### src/rtl/ringosc_pkg.sv
// Purpose : shared types and defaults for the ring-oscillator frequency meter.
// Latency : n/a (types and constants only).
// Backpressure: n/a.
package ringosc_pkg;

   // Measurement sequencer states.
   typedef enum logic [1:0] {
      IDLE    = 2'd0,
      ARM     = 2'd1,
      MEASURE = 2'd2,
      DONE    = 2'd3
   } state_t;

   localparam int DEF_CHANNELS = 4;
   localparam int DEF_CNT_W    = 16;
   localparam int DEF_GATE_W   = 16;
   localparam int DEF_SETTLE   = 8;

   // Channel-select width; never narrower than one bit.
   function automatic int calc_ch_w(input int channels);
      return (channels > 1) ? $clog2(channels) : 1;
   endfunction

endpackage

### src/rtl/ro_edge_sync.sv
// Purpose : brings one asynchronous oscillator output into clk and flags its rising edges.
// Latency : 3 cycles from d to rise (two synchroniser flops plus one history flop).
// Backpressure: none; clr holds every flop at 0 while the channel is unselected.
// Ports   : clk, rst_n (async, active low), clr (sync clear), d (async input), rise (one-cycle edge flag).
module ro_edge_sync (
   input  logic clk,
   input  logic rst_n,
   input  logic clr,
   input  logic d,
   output logic rise
);

   // Bit 0 = first synchroniser stage, bit 1 = second, bit 2 = history.
   logic [2:0] sync_q, sync_d;

   always_comb begin
      sync_d = clr ? 3'b000 : {sync_q[1:0], d};
   end

   always_ff @(posedge clk or negedge rst_n) begin
      if (!rst_n) begin
         sync_q <= 3'b000;
      end else begin
         sync_q <= sync_d;
      end
   end

   assign rise = sync_q[1] & ~sync_q[2];

endmodule

### src/rtl/ringosc_freq_meter.sv
// Purpose : enables one ring oscillator and counts its rising edges over a gate window.
// Latency : done arrives SETTLE+G+1 cycles after the accepting start edge; continuous period G+1.
// Backpressure: start is accepted only in IDLE with ena high; otherwise dropped, never queued.
// Ports   : ro_in/ro_en oscillator side; ch_sel, gate_cycles, cont, start request side;
//           busy, done, count, overflow result side; ena low aborts to IDLE.
module ringosc_freq_meter
   import ringosc_pkg::*;
#(
   parameter int CHANNELS = DEF_CHANNELS,
   parameter int CNT_W    = DEF_CNT_W,
   parameter int GATE_W   = DEF_GATE_W,
   parameter int SETTLE   = DEF_SETTLE
) (
   input  logic                           clk,
   input  logic                           rst_n,
   input  logic                           ena,
   input  logic [CHANNELS-1:0]            ro_in,
   output logic [CHANNELS-1:0]            ro_en,
   input  logic [calc_ch_w(CHANNELS)-1:0] ch_sel,
   input  logic [GATE_W-1:0]              gate_cycles,
   input  logic                           cont,
   input  logic                           start,
   output logic                           busy,
   output logic                           done,
   output logic [CNT_W-1:0]               count,
   output logic                           overflow
);

   localparam int CH_W  = calc_ch_w(CHANNELS);
   localparam int SET_W = $clog2(SETTLE + 1);
   localparam int TMR_W = (GATE_W > SET_W) ? GATE_W : SET_W;
   localparam logic [CNT_W-1:0] CNT_MAX = '1;

   state_t              state_q, state_d;
   logic [CH_W-1:0]     ch_q, ch_d;
   logic [GATE_W-1:0]   gate_q, gate_d;
   logic [TMR_W-1:0]    tmr_q, tmr_d;      // shared settle / gate down-counter
   logic [CNT_W-1:0]    edges_q, edges_d;
   logic                ovf_acc_q, ovf_acc_d;
   logic [CNT_W-1:0]    count_q, count_d;
   logic                overflow_q, overflow_d;
   logic [CHANNELS-1:0] rise_vec;
   logic                rise_sel;

   // Only the latched channel runs; its enable also releases its synchroniser.
   always_comb begin
      ro_en = '0;
      if (state_q != IDLE) begin
         ro_en[ch_q] = 1'b1;
      end
   end

   assign busy = (state_q != IDLE);

   for (genvar i = 0; i < CHANNELS; i++) begin : g_sync
      ro_edge_sync u_sync (
         .clk  (clk),
         .rst_n(rst_n),
         .clr  (~ro_en[i]),
         .d    (ro_in[i]),
         .rise (rise_vec[i])
      );
   end

   assign rise_sel = rise_vec[ch_q];

   always_comb begin
      state_d    = state_q;
      ch_d       = ch_q;
      gate_d     = gate_q;
      tmr_d      = tmr_q;
      edges_d    = edges_q;
      ovf_acc_d  = ovf_acc_q;
      count_d    = count_q;
      overflow_d = overflow_q;
      done       = 1'b0;
      // In DONE the accumulators are shown directly so count is valid in the done cycle.
      count      = count_q;
      overflow   = overflow_q;

      if (!ena) begin
         state_d = IDLE;
      end else begin
         case (state_q)
            IDLE: begin
               if (start) begin
                  state_d = ARM;
                  ch_d    = CH_W'(32'(ch_sel) % CHANNELS);
                  gate_d  = (gate_cycles == '0) ? GATE_W'(1) : gate_cycles;
                  tmr_d   = TMR_W'(SETTLE - 1);
               end
            end
            ARM: begin
               if (tmr_q == '0) begin
                  state_d   = MEASURE;
                  tmr_d     = TMR_W'(gate_q) - TMR_W'(1);
                  edges_d   = '0;
                  ovf_acc_d = 1'b0;
               end else begin
                  tmr_d = tmr_q - TMR_W'(1);
               end
            end
            MEASURE: begin
               if (rise_sel) begin
                  if (edges_q == CNT_MAX) begin
                     ovf_acc_d = 1'b1;
                  end else begin
                     edges_d = edges_q + CNT_W'(1);
                  end
               end
               if (tmr_q == '0) begin
                  state_d = DONE;
               end else begin
                  tmr_d = tmr_q - TMR_W'(1);
               end
            end
            DONE: begin
               done       = 1'b1;
               count      = edges_q;
               overflow   = ovf_acc_q;
               count_d    = edges_q;
               overflow_d = ovf_acc_q;
               if (cont) begin
                  state_d   = MEASURE;
                  tmr_d     = TMR_W'(gate_q) - TMR_W'(1);
                  edges_d   = '0;
                  ovf_acc_d = 1'b0;
               end else begin
                  state_d = IDLE;
               end
            end
            default: state_d = IDLE;
         endcase
      end
   end

   always_ff @(posedge clk or negedge rst_n) begin
      if (!rst_n) begin
         state_q    <= IDLE;
         ch_q       <= '0;
         gate_q     <= '0;
         tmr_q      <= '0;
         edges_q    <= '0;
         ovf_acc_q  <= 1'b0;
         count_q    <= '0;
         overflow_q <= 1'b0;
      end else begin
         state_q    <= state_d;
         ch_q       <= ch_d;
         gate_q     <= gate_d;
         tmr_q      <= tmr_d;
         edges_q    <= edges_d;
         ovf_acc_q  <= ovf_acc_d;
         count_q    <= count_d;
         overflow_q <= overflow_d;
      end
   end

endmodule

### config.mk
export PLATFORM = sky130hd
export DESIGN_NAME = ringosc_freq_meter
export DESIGN_NICKNAME = d
export VERILOG_FILES = /design/src/rtl/ringosc_pkg.sv /design/src/rtl/ro_edge_sync.sv /design/src/rtl/ringosc_freq_meter.sv
export SDC_FILE = /design/constraint.sdc
export NUM_CORES = 1
export LEC_CHECK = 0
export BUFFER_PORTS_ARGS = -buffer_cell sky130_fd_sc_hd__buf_2
export CORE_MARGIN = 4
export CORE_UTILIZATION = 30
export CTS_BUF_LIST = sky130_fd_sc_hd__clkbuf_16
export DETAILED_ROUTE_END_ITERATION = 8
export GPL_ROUTABILITY_DRIVEN = 1
export HOLD_SLACK_MARGIN = 0.05
export MAX_ROUTING_LAYER = met4
export PLACE_DENSITY = 0.48
export SYNTH_ARGS = -nofsm -noshare
export SYNTH_HDL_FRONTEND = slang
export SYNTH_HIERARCHICAL = 1
export SYNTH_SLANG_ARGS = --single-unit
### constraint.sdc
create_clock -name clk -period 2.2 [get_ports clk]
set_clock_uncertainty 0.1 [all_clocks]
set_input_delay 0.11 -clock clk [delete_from_list [all_inputs] [get_ports clk]]
set_output_delay 0.11 -clock clk [all_outputs]
set_load 0.05 [all_outputs]
==> run_results.csv, run 1 <==
group,metric,value,unit
clock_network,cts.sinks,82,
yosys,postSynthAreaPerCell,10.7,sq um
global_routing,grt_util_met2,20.6,%
yosys,syn_inst,395,
power,leakagePower,2.70,nW
placed_design,pre_cts_slack,-0.0430,ns
sta,finalHoldViolCount,0,
sta,finalSetupViolations,0,
flow_run,maxCapViolCount,0,
yosys,synth_compound_area_share,12.0,%
critical_path,crit_chain,"buf_4 > or4_4 > nor4b_4 > nand2_2 > nor2_2 > o21ai_1 > a221o_1",
route,routed_via_density,4.89,
route,routed_wl,10400,um
placed_design,gp_congestion,0.843,
yosys,synth_ff_type,"dfrtp_1",
die,dieArea,16000,sq um
clock_network,tritoncts,"yes",
yosys,synth-edff-count,0,
clock_network,cts_buffers,9,
route,route.vias.total,3484,
final_layout,area_growth,35.9,%
final_layout,layout-drive-gt1-share,35.9,%
global_routing,gr-usage-met3,3.20,%
sta,setup_tns,0,ns
sta,max_freq,0.469,GHz
critical_path,cp-start-kind,"flop",
route,wl_per_cell,14.6,um
critical_path,path_class,"reg -> reg",
sta,timing.final.ws_setup,0.0684,ns
sta,relSlewSlack,62.4,%
sta,slew_viol_final,0,
final_layout,stdcell_count,712,
global_routing,antenna_found_initial,0,
placed_design,portBuffers,49,
route,antenna_left,0,
clock_network,clk_pin_slew,0.06,ns
yosys,yosysMostFrequentCell,"dfrtp_1",
yosys,synth_fp_nets,425,
final_layout,insertedDiodeCount,0,
final_layout,num-nets-final,557,
clock_network,cts_root_buf,"clkbuf_16",
power,ir_worst_vdd,0.000556,V
die,die_x,126,um
clock_network,h-tree-depth,3,
yosys,synthArstFlopShare,100,%
critical_path,cp_slowest_stage_delay,0.52,ns
placed_design,dp_cells,659,
yosys,synthSimpleGateAreaFrac,20.5,%
yosys,synth_largest_area_cell,"dfrtp_1",
die,core,13800,sq um
global_routing,grt_start_max_net_pins,44,
critical_path,crit_path_end_kind,"flop",
route,route.detailed.drc,0,
power,total_power,3.68,mW
route,dr.pass1.iters,4,
yosys,synth_mux_area_share,9.36,%
global_routing,track_usage,13.6,%
critical_path,required,2.33,ns
min_path,min_path_type,"in -> reg",
sta,fin_crit_sh,96.9,%
global_routing,busiest_layer,"met2",
yosys,ys_ff_latch,82,
sta,min_period,2.13,ns
critical_path,cp_max_fo,5,
yosys,synthTopCellsByArea,"dfrtp_1 (49%), mux2_2 (8.8%), xor2_1 (4.4%), nor2_1 (2.8%), o21ai_0 (2.7%)",
global_routing,grt_overflow,0,
yosys,synth_fa_ha_area_share,0.892,%
yosys,synth_top_family_by_area,"simple AND/OR/NAND/NOR gates",
critical_path,slowest_stage,"or4_4",
clock_network,insertion_delay,0.34,ns
power,pwr_density_cell,642,nW/um^2
yosys,synthTopCellsByCount,"dfrtp_1 (82), mux2_2 (33), nor2_1 (31), o21ai_0 (23), xor2_1 (21)",
placed_design,post-dp-hpwl,7460,um
yosys,synth_cell_type_count,56,
route,drt_iter0_markers,201,
run_status,status,"finished clean",
global_routing,first_global_vias,3441,
critical_path,arrival,2.26,ns
sta,rsz0062_at_grt,"yes",
clock_network,cts.path.max_buffers,2,
global_routing,use_met1,18.3,%
yosys,synth.top_cell.area_share,48.8,%
global_routing,grt_pass1_wl,17200,um
yosys,syn-cell-area,4210,sq um
die,initial_core_util,30.4,%
yosys,yosys_warnings,6,
sta,holdWs,0.188,ns
sta,tightest_slew,0.564,ns
die,chipHeight,126,um
yosys,synth-xor-area-share,5.62,%
die,num_io_pins,50,
die,rows,43,
yosys,synth_seq_area_share,48.8,%
-- worst max-delay path: cells and delay by family, from the launching register on --
family	cells	cell delay (ns)
buffers and inverters	1	0.14
DFF	1	0.39
and+or+nand+nor	4	1.05
AOI/OAI and AO/OA	2	0.35
-- power by group --
part           total [mW]  internal [mW]  switching [mW]
logic               0.585          0.297           0.288
registers            1.67           1.59          0.0773
clock network        1.43          0.856           0.569
-- metrics by stage --
step,cell area (sq um),util [%]
after floorplan,4210,-
after global placement,5040,36.4
after detailed placement,5040,36.4
after CTS,5570,40.3
after global routing,5720,41.4
final,5720,41.4
-- repair_timing --
action	CTS	global route
gates cloned	0	1
endpoints found under the setup margin	1	43
hold buffers	25	0
pin swaps	0	8
resized for setup	1	21
endpoints found under the hold margin	63	0
setup buffers	0	11
-- layer usage --
layer	share of wire, %	wire length, um
met1	47	4920
met2	47	4850
met3	4.5	463
met4	1.4	150
met5	0	0
-- cell type report --
cell class / instances / area [sq um]
Clock inverter: 7 / 53.8
Inverter: 12 / 45.0
Clock buffer: 9 / 225
Tap cell: 180 / 225
Multi-Input combinational cell: 285 / 2090
Fill cell: 1351 / 8110
Timing Repair Buffer: 137 / 1030
Sequential cell: 82 / 2050
-- layout by cell type, fill, tap and decap left out, types with 5 or more instances in the layout --
cell type,count
buf_2,49
xnor2_1,6
clkbuf_16,9
mux2_2,33
o21ai_0,20
nor2b_1,15
nand4_1,7
dfrtp_1,81
nand2_1,19
and3_1,9
o21ai_1,5
xor2_1,21
dlygate4sd3_1,25
nor3_1,10
inv_1,12
nor4_1,7
a21oi_1,13
buf_4,57
nand3_1,16
nor2_1,31
-- logic make-up (layout without fill, tap and decap cells) --
kind of cell / after synthesis / count (layout)
fa+ha+maj: 3 / 3
xor+xnor: 27 / 27
mux: 34 / 34
compound gates: 73 / 73
simple gates: 148 / 148
buf+inv: 28 / 165
flops: 82 / 82
-- path summary, 6_finish.rpt --
check | start | to | slack, ns | cells past startpoint
setup / recovery | tmr_q[0]$_DFFE_PN0P_ | tmr_q[15]$_DFFE_PN0P_ | 0.07 | 7
hold / removal | cont | state_q[1]$_DFFE_PN0P_ | 0.19 | 5
setup reg to reg | tmr_q[0]$_DFFE_PN0P_ | tmr_q[15]$_DFFE_PN0P_ | 0.07 | 7
hold reg to reg | g_sync[2].u_sync/sync_q[0]$_DFF_PN0_ | g_sync[2].u_sync/sync_q[1]$_DFF_PN0_ | 0.36 | 1
max in group asynchronous | rst_n | gate_q[2]$_DFFE_PN0P_ | 1.17 | 3
min in group asynchronous | rst_n | count_q[4]$_DFF_PN0_ | 0.20 | 2
-- flip-flops by register name, indices dropped and copies added (netlist names) --
register              cells
ovf_acc_q                 1
overflow_q                1
tmr_q                    16
edges_q                  16
count_q                  16
state_q                   2
g_sync.u_sync/sync_q     12
ch_q                      2
gate_q                   16
No activity file was read; power rests on OpenSTA's default activity.
==> run 2: changes to the inputs <==
--- a/config.mk
+++ b/config.mk
@@ -7,13 +7,13 @@
 export LEC_CHECK = 0
 export BUFFER_PORTS_ARGS = -buffer_cell sky130_fd_sc_hd__buf_2
 export CORE_MARGIN = 4
-export CORE_UTILIZATION = 30
+export CORE_UTILIZATION = 53
 export CTS_BUF_LIST = sky130_fd_sc_hd__clkbuf_16
 export DETAILED_ROUTE_END_ITERATION = 8
 export GPL_ROUTABILITY_DRIVEN = 1
 export HOLD_SLACK_MARGIN = 0.05
 export MAX_ROUTING_LAYER = met4
-export PLACE_DENSITY = 0.48
+export PLACE_DENSITY = 0.77
 export SYNTH_ARGS = -nofsm -noshare
 export SYNTH_HDL_FRONTEND = slang
 export SYNTH_HIERARCHICAL = 1
==> run_results.csv, run 2 (synthesis gave the netlist of run 1 again) <==
group,metric,value,unit
global_routing,grt_overflow,0,
sta,setup_tns,0,ns
global_routing,gr-usage-met3,3.66,%
critical_path,arrival,2.34,ns
sta,slew_viol_final,0,
placed_design,post-dp-hpwl,6910,um
critical_path,path_class,"reg -> reg",
clock_network,h-tree-depth,3,
global_routing,busiest_layer,"met2",
final_layout,final_common_cell,"dfrtp_1",
die,die_x,97.1,um
clock_network,insertion_delay,0.33,ns
route,route.detailed.drc,0,
global_routing,grt_util_met2,37.0,%
critical_path,regToRegSetupSlack,0.02,ns
die,chipHeight,97.1,um
global_routing,grt_start_max_net_pins,44,
clock_network,clk_pin_slew,0.06,ns
global_routing,track_usage,22.5,%
die,initial_core_util,54.5,%
critical_path,cp-start-kind,"flop",
sta,rsz0062_at_grt,"yes",
die,dieArea,9430,sq um
clock_network,cts.path.max_buffers,2,
final_layout,insertedDiodeCount,0,
clock_network,cts.sinks,82,
die,core,7730,sq um
final_layout,area_growth,32.3,%
power,ir_worst_vdd,0.000499,V
die,rows,32,
clock_network,tritoncts,"yes",
route,wl_per_cell,16.5,um
route,antenna_left,0,
route,route.vias.total,3496,
global_routing,first_global_vias,3493,
global_routing,antenna_found_initial,0,
global_routing,use_met1,28.8,%
final_layout,fin_util,72.0,%
sta,finalHoldViolCount,0,
final_layout,num-nets-final,549,
critical_path,crit_path_end_kind,"flop",
power,pwr_density_cell,668,nW/um^2
sta,min_period,2.18,ns
route,dr.pass1.iters,5,
power,total_power,3.72,mW
sta,finalSetupViolations,0,
final_layout,stdcell_count,626,
critical_path,cp_max_fo,3,
power,leakagePower,2.63,nW
clock_network,cts_buffers,9,
sta,fin_crit_sh,99.1,%
route,routed_via_density,5.58,
flow_run,maxCapViolCount,0,
sta,max_freq,0.459,GHz
placed_design,gp_congestion,0.888,
clock_network,cts_root_buf,"clkbuf_16",
final_layout,layout-drive-gt1-share,34.7,%
placed_design,dp_cells,579,
die,num_io_pins,50,
placed_design,portBuffers,49,
min_path,min_path_type,"in -> async",
final_layout,mostFrequentLayoutCells,"dfrtp_1 (82), buf_4 (50), buf_2 (49)",
critical_path,required,2.36,ns
route,drt_iter0_markers,170,
route,routed_wl,10300,um
sta,tightest_slew,0.555,ns
final_layout,fill_cells,548,
global_routing,grt_pass1_wl,17100,um
run_status,status,"finished clean",
sta,relSlewSlack,63.0,%
[run 2: cell types whose count changed in the layout (fill, tap and decap cells not counted), sizes merged]
cell | before | now
clkinv | 3 | 4
inv | 15 | 12
buf | 112 | 104
clkinvlp | 0 | 2
[run 2: per-stage QoR]
step	instance area (sq um)	hold slack, ns	setup slack (ns)
after CTS	5450	0.207	0.0127
after floorplan	4210	-0.286	0.0646
after global placement	4900	0.0151	0.0906
after detailed placement	4900	0.0259	0.0546
final	5570	0.195	0.0190
after global routing	5570	0.249	-0.0720
[run 2: final timing paths]
kind	to	depth (start not counted)	start
setup / recovery	edges_q[12]$_DFFE_PN0P_	9	tmr_q[0]$_DFFE_PN0P_
hold / removal	count_q[5]$_DFF_PN0_	2	rst_n
setup reg to reg	edges_q[12]$_DFFE_PN0P_	9	tmr_q[0]$_DFFE_PN0P_
hold reg to reg	g_sync[0].u_sync/sync_q[1]$_DFF_PN0_	1	g_sync[0].u_sync/sync_q[0]$_DFF_PN0_
max in group asynchronous	tmr_q[15]$_DFFE_PN0P_	3	rst_n
min in group clk	state_q[1]$_DFFE_PN0P_	5	cont
[run 2: power breakdown]
group | total [mW] | internal (mW) | switching (mW)
logic | 0.571 | 0.281 | 0.290
clock network | 1.47 | 0.874 | 0.599
registers | 1.67 | 1.59 | 0.0859
total | 3.72 | 2.74 | 0.975
[run 2: cell type report]
type	count	area (sq um)	share of cell area (%)
Clock buffer	9	225	4.05
Clock inverter	7	70.1	1.26
Timing Repair Buffer	129	945	17.0
Tap cell	102	128	2.29
Inverter	12	45.0	0.809
Sequential cell	82	2050	36.9
Multi-Input combinational cell	285	2100	37.8
[run 2: layer usage]
layer	vias up	share of wire (%)
met1	1716	43
met2	94	51
met5	-	0
li1	1672	-
met4	0	1.3
met3	14	3.8
[run 2: what timing repair did]
action,CTS,global route
setup buffers,0,5
hold buffers,25,0
resized for setup,0,19
hold endpoints to repair,63,0
setup endpoints to repair,0,32
[run 2: worst max-delay path, cell delays in order (launching register included)]
cell	delay [ns]
dfrtp_1	0.40
inv_2	0.10
ha_4	0.14
nor4b_4	0.26
buf_4	0.18
nand4_1	0.13
nand2b_1	0.19
nand4_2	0.12
or3_1	0.36
a21oi_1	0.12
==> run 3: changes to the inputs <==
--- a/config.mk
+++ b/config.mk
@@ -14,6 +14,7 @@
 export HOLD_SLACK_MARGIN = 0.05
 export MAX_ROUTING_LAYER = met4
 export PLACE_DENSITY = 0.77
+export RECOVER_POWER = 100
 export SYNTH_ARGS = -nofsm -noshare
 export SYNTH_HDL_FRONTEND = slang
 export SYNTH_HIERARCHICAL = 1
==> run_results.csv, run 3 (synthesis gave the netlist of run 1 again) <==
group,metric,value,unit
power,leakagePower,2.61,nW
flow_run,maxCapViolCount,0,
sta,fin_crit_sh,99.0,%
run_status,status,"finished clean",
die,initial_core_util,54.5,%
critical_path,required,2.36,ns
power,ir_worst_vdd,0.000499,V
critical_path,cp_max_fo,3,
route,route.vias.total,3516,
critical_path,slowest_stage,"dfrtp_1",
global_routing,antenna_found_initial,0,
critical_path,regToRegSetupSlack,0.02,ns
die,core,7730,sq um
route,routed_wl,10300,um
route,route.detailed.drc,0,
route,dr.pass1.iters,5,
final_layout,insertedDiodeCount,0,
route,drt_iter0_markers,148,
clock_network,insertion_delay,0.33,ns
critical_path,critical_path.top_delay_family,"simple AND/OR/NAND/NOR gates",
global_routing,grt_pass1_wl,17100,um
placed_design,gp_congestion,0.888,
clock_network,cts_root_buf,"clkbuf_16",
final_layout,mostFrequentLayoutCells,"dfrtp_1 (82), buf_2 (46), buf_4 (46)",
power,pwr_density_cell,669,nW/um^2
sta,relSlewSlack,32.9,%
global_routing,first_global_vias,3493,
final_layout,layout-drive-gt1-share,33.6,%
sta,slew_viol_final,0,
placed_design,pre_cts_slack,0.0546,ns
die,dieArea,9430,sq um
sta,tightest_slew,1.01,ns
sta,holdWs,0.245,ns
critical_path,cp_slowest_stage_delay,0.40,ns
sta,timing.final.ws_setup,0.0225,ns
sta,finalHoldViolCount,0,
clock_network,tritoncts,"yes",
critical_path,cp-start-kind,"flop",
global_routing,track_usage,22.5,%
route,antenna_left,0,
sta,max_freq,0.459,GHz
die,rows,32,
sta,min_period,2.18,ns
critical_path,arrival,2.34,ns
clock_network,cts.sinks,82,
die,die_x,97.1,um
final_layout,fin_util,71.7,%
min_path,min_path_type,"in -> reg",
die,num_io_pins,50,
critical_path,crit_chain,"inv_2 > ha_4 > nor4b_4 > buf_4 > nand4_1 > nand2b_1 > nand4_2 > or3_1 > a21oi_1",
clock_network,clk_pin_slew,0.06,ns
critical_path,crit_buf_inv,2,
placed_design,post-dp-hpwl,6910,um
sta,finalSetupViolations,0,
die,chipHeight,97.1,um
global_routing,grt_start_max_net_pins,44,
clock_network,cts_buffers,9,
clock_network,cts.path.max_buffers,2,
critical_path,path_class,"reg -> reg",
sta,rsz0062_at_grt,"yes",
clock_network,h-tree-depth,3,
route,routed_via_density,5.62,
final_layout,area_growth,31.6,%
route,wl_per_cell,16.5,um
final_layout,final_common_cell,"dfrtp_1",
final_layout,fill_cells,554,
critical_path,crit_path_end_kind,"flop",
final_layout,num-nets-final,549,
global_routing,grt_overflow,0,
placed_design,portBuffers,49,
-- run 3: changes by cell type in the layout (fill, tap and decap cells not counted) --
cell      delta
buf_12       -1
buf_2        -3
buf_4        -4
clkbuf_1     +4
clkbuf_2     +3
clkbuf_4     +1
inv_1        +1
inv_2        -1
mux2_1       +1
mux2_2       -1
-- run 3: power by group --
group	internal [mW]	switching [mW]	leakage (nW)	total, mW
clock	0.874	0.599	0.137	1.47
sequential	1.59	0.0855	1.09	1.67
combinational	0.272	0.289	1.38	0.561
total	2.73	0.974	2.61	3.71
-- run 3: per-layer routing --
| layer | vias to the layer above | part of all wire, % | global-route usage (%) |
|---|---|---|---|
| li1 | 1671 | - | - |
| met4 | 0 | 1.3 | 7.02 |
| met1 | 1722 | 43 | 28.8 |
| met3 | 14 | 4.0 | 3.66 |
| met5 | - | 0 | - |
| met2 | 109 | 51 | 37.0 |
-- run 3: area by class of cell --
type / count / area, sq um / share of cell area (%)
clock buffer: 9 / 225 / 4.07
clock inverter: 7 / 70.1 / 1.26
inverter: 12 / 45.0 / 0.813
multi-input combinational: 285 / 2100 / 37.9
sequential: 82 / 2050 / 37.0
tap: 102 / 128 / 2.30
timing repair buffer: 129 / 917 / 16.6
-- run 3: per-stage QoR --
stage / TNS (ns) / instance area (sq um) / cells / power (mW)
after CTS: 0 / 5450 / 620 / 3.69
after global placement: 0 / 4900 / 579 / 2.16
after floorplan: 0 / 4210 / 395 / 1.96
final: 0 / 5540 / 626 / 3.71
after global routing: -0.726 / 5540 / 626 / 3.86
after detailed placement: 0 / 4900 / 579 / 2.18
-- run 3: worst paths after layout --
kind,from,endpoint,cells after the start
setup / recovery,tmr_q[0]$_DFFE_PN0P_,edges_q[12]$_DFFE_PN0P_,9
hold / removal,cont,state_q[1]$_DFFE_PN0P_,5
setup reg to reg,tmr_q[0]$_DFFE_PN0P_,edges_q[12]$_DFFE_PN0P_,9
hold reg to reg,g_sync[0].u_sync/sync_q[0]$_DFF_PN0_,g_sync[0].u_sync/sync_q[1]$_DFF_PN0_,1
max in group asynchronous,rst_n,tmr_q[15]$_DFFE_PN0P_,3
min in group asynchronous,rst_n,count_q[5]$_DFF_PN0_,2
-- run 3: what timing repair did --
item                                   in CTS  in global routing
setup endpoints to repair                   0                 32
gates resized for setup                     0                 19
setup buffers                               0                  5
hold buffers                               25                  0
endpoints found under the hold margin      63                  0
-- run 3: tightest hold or removal path: stages --
cell	delay [ns]
buf_2	0.08
nand3b_1	0.16
buf_4	0.15
nand3_1	0.08
o31ai_1	0.07
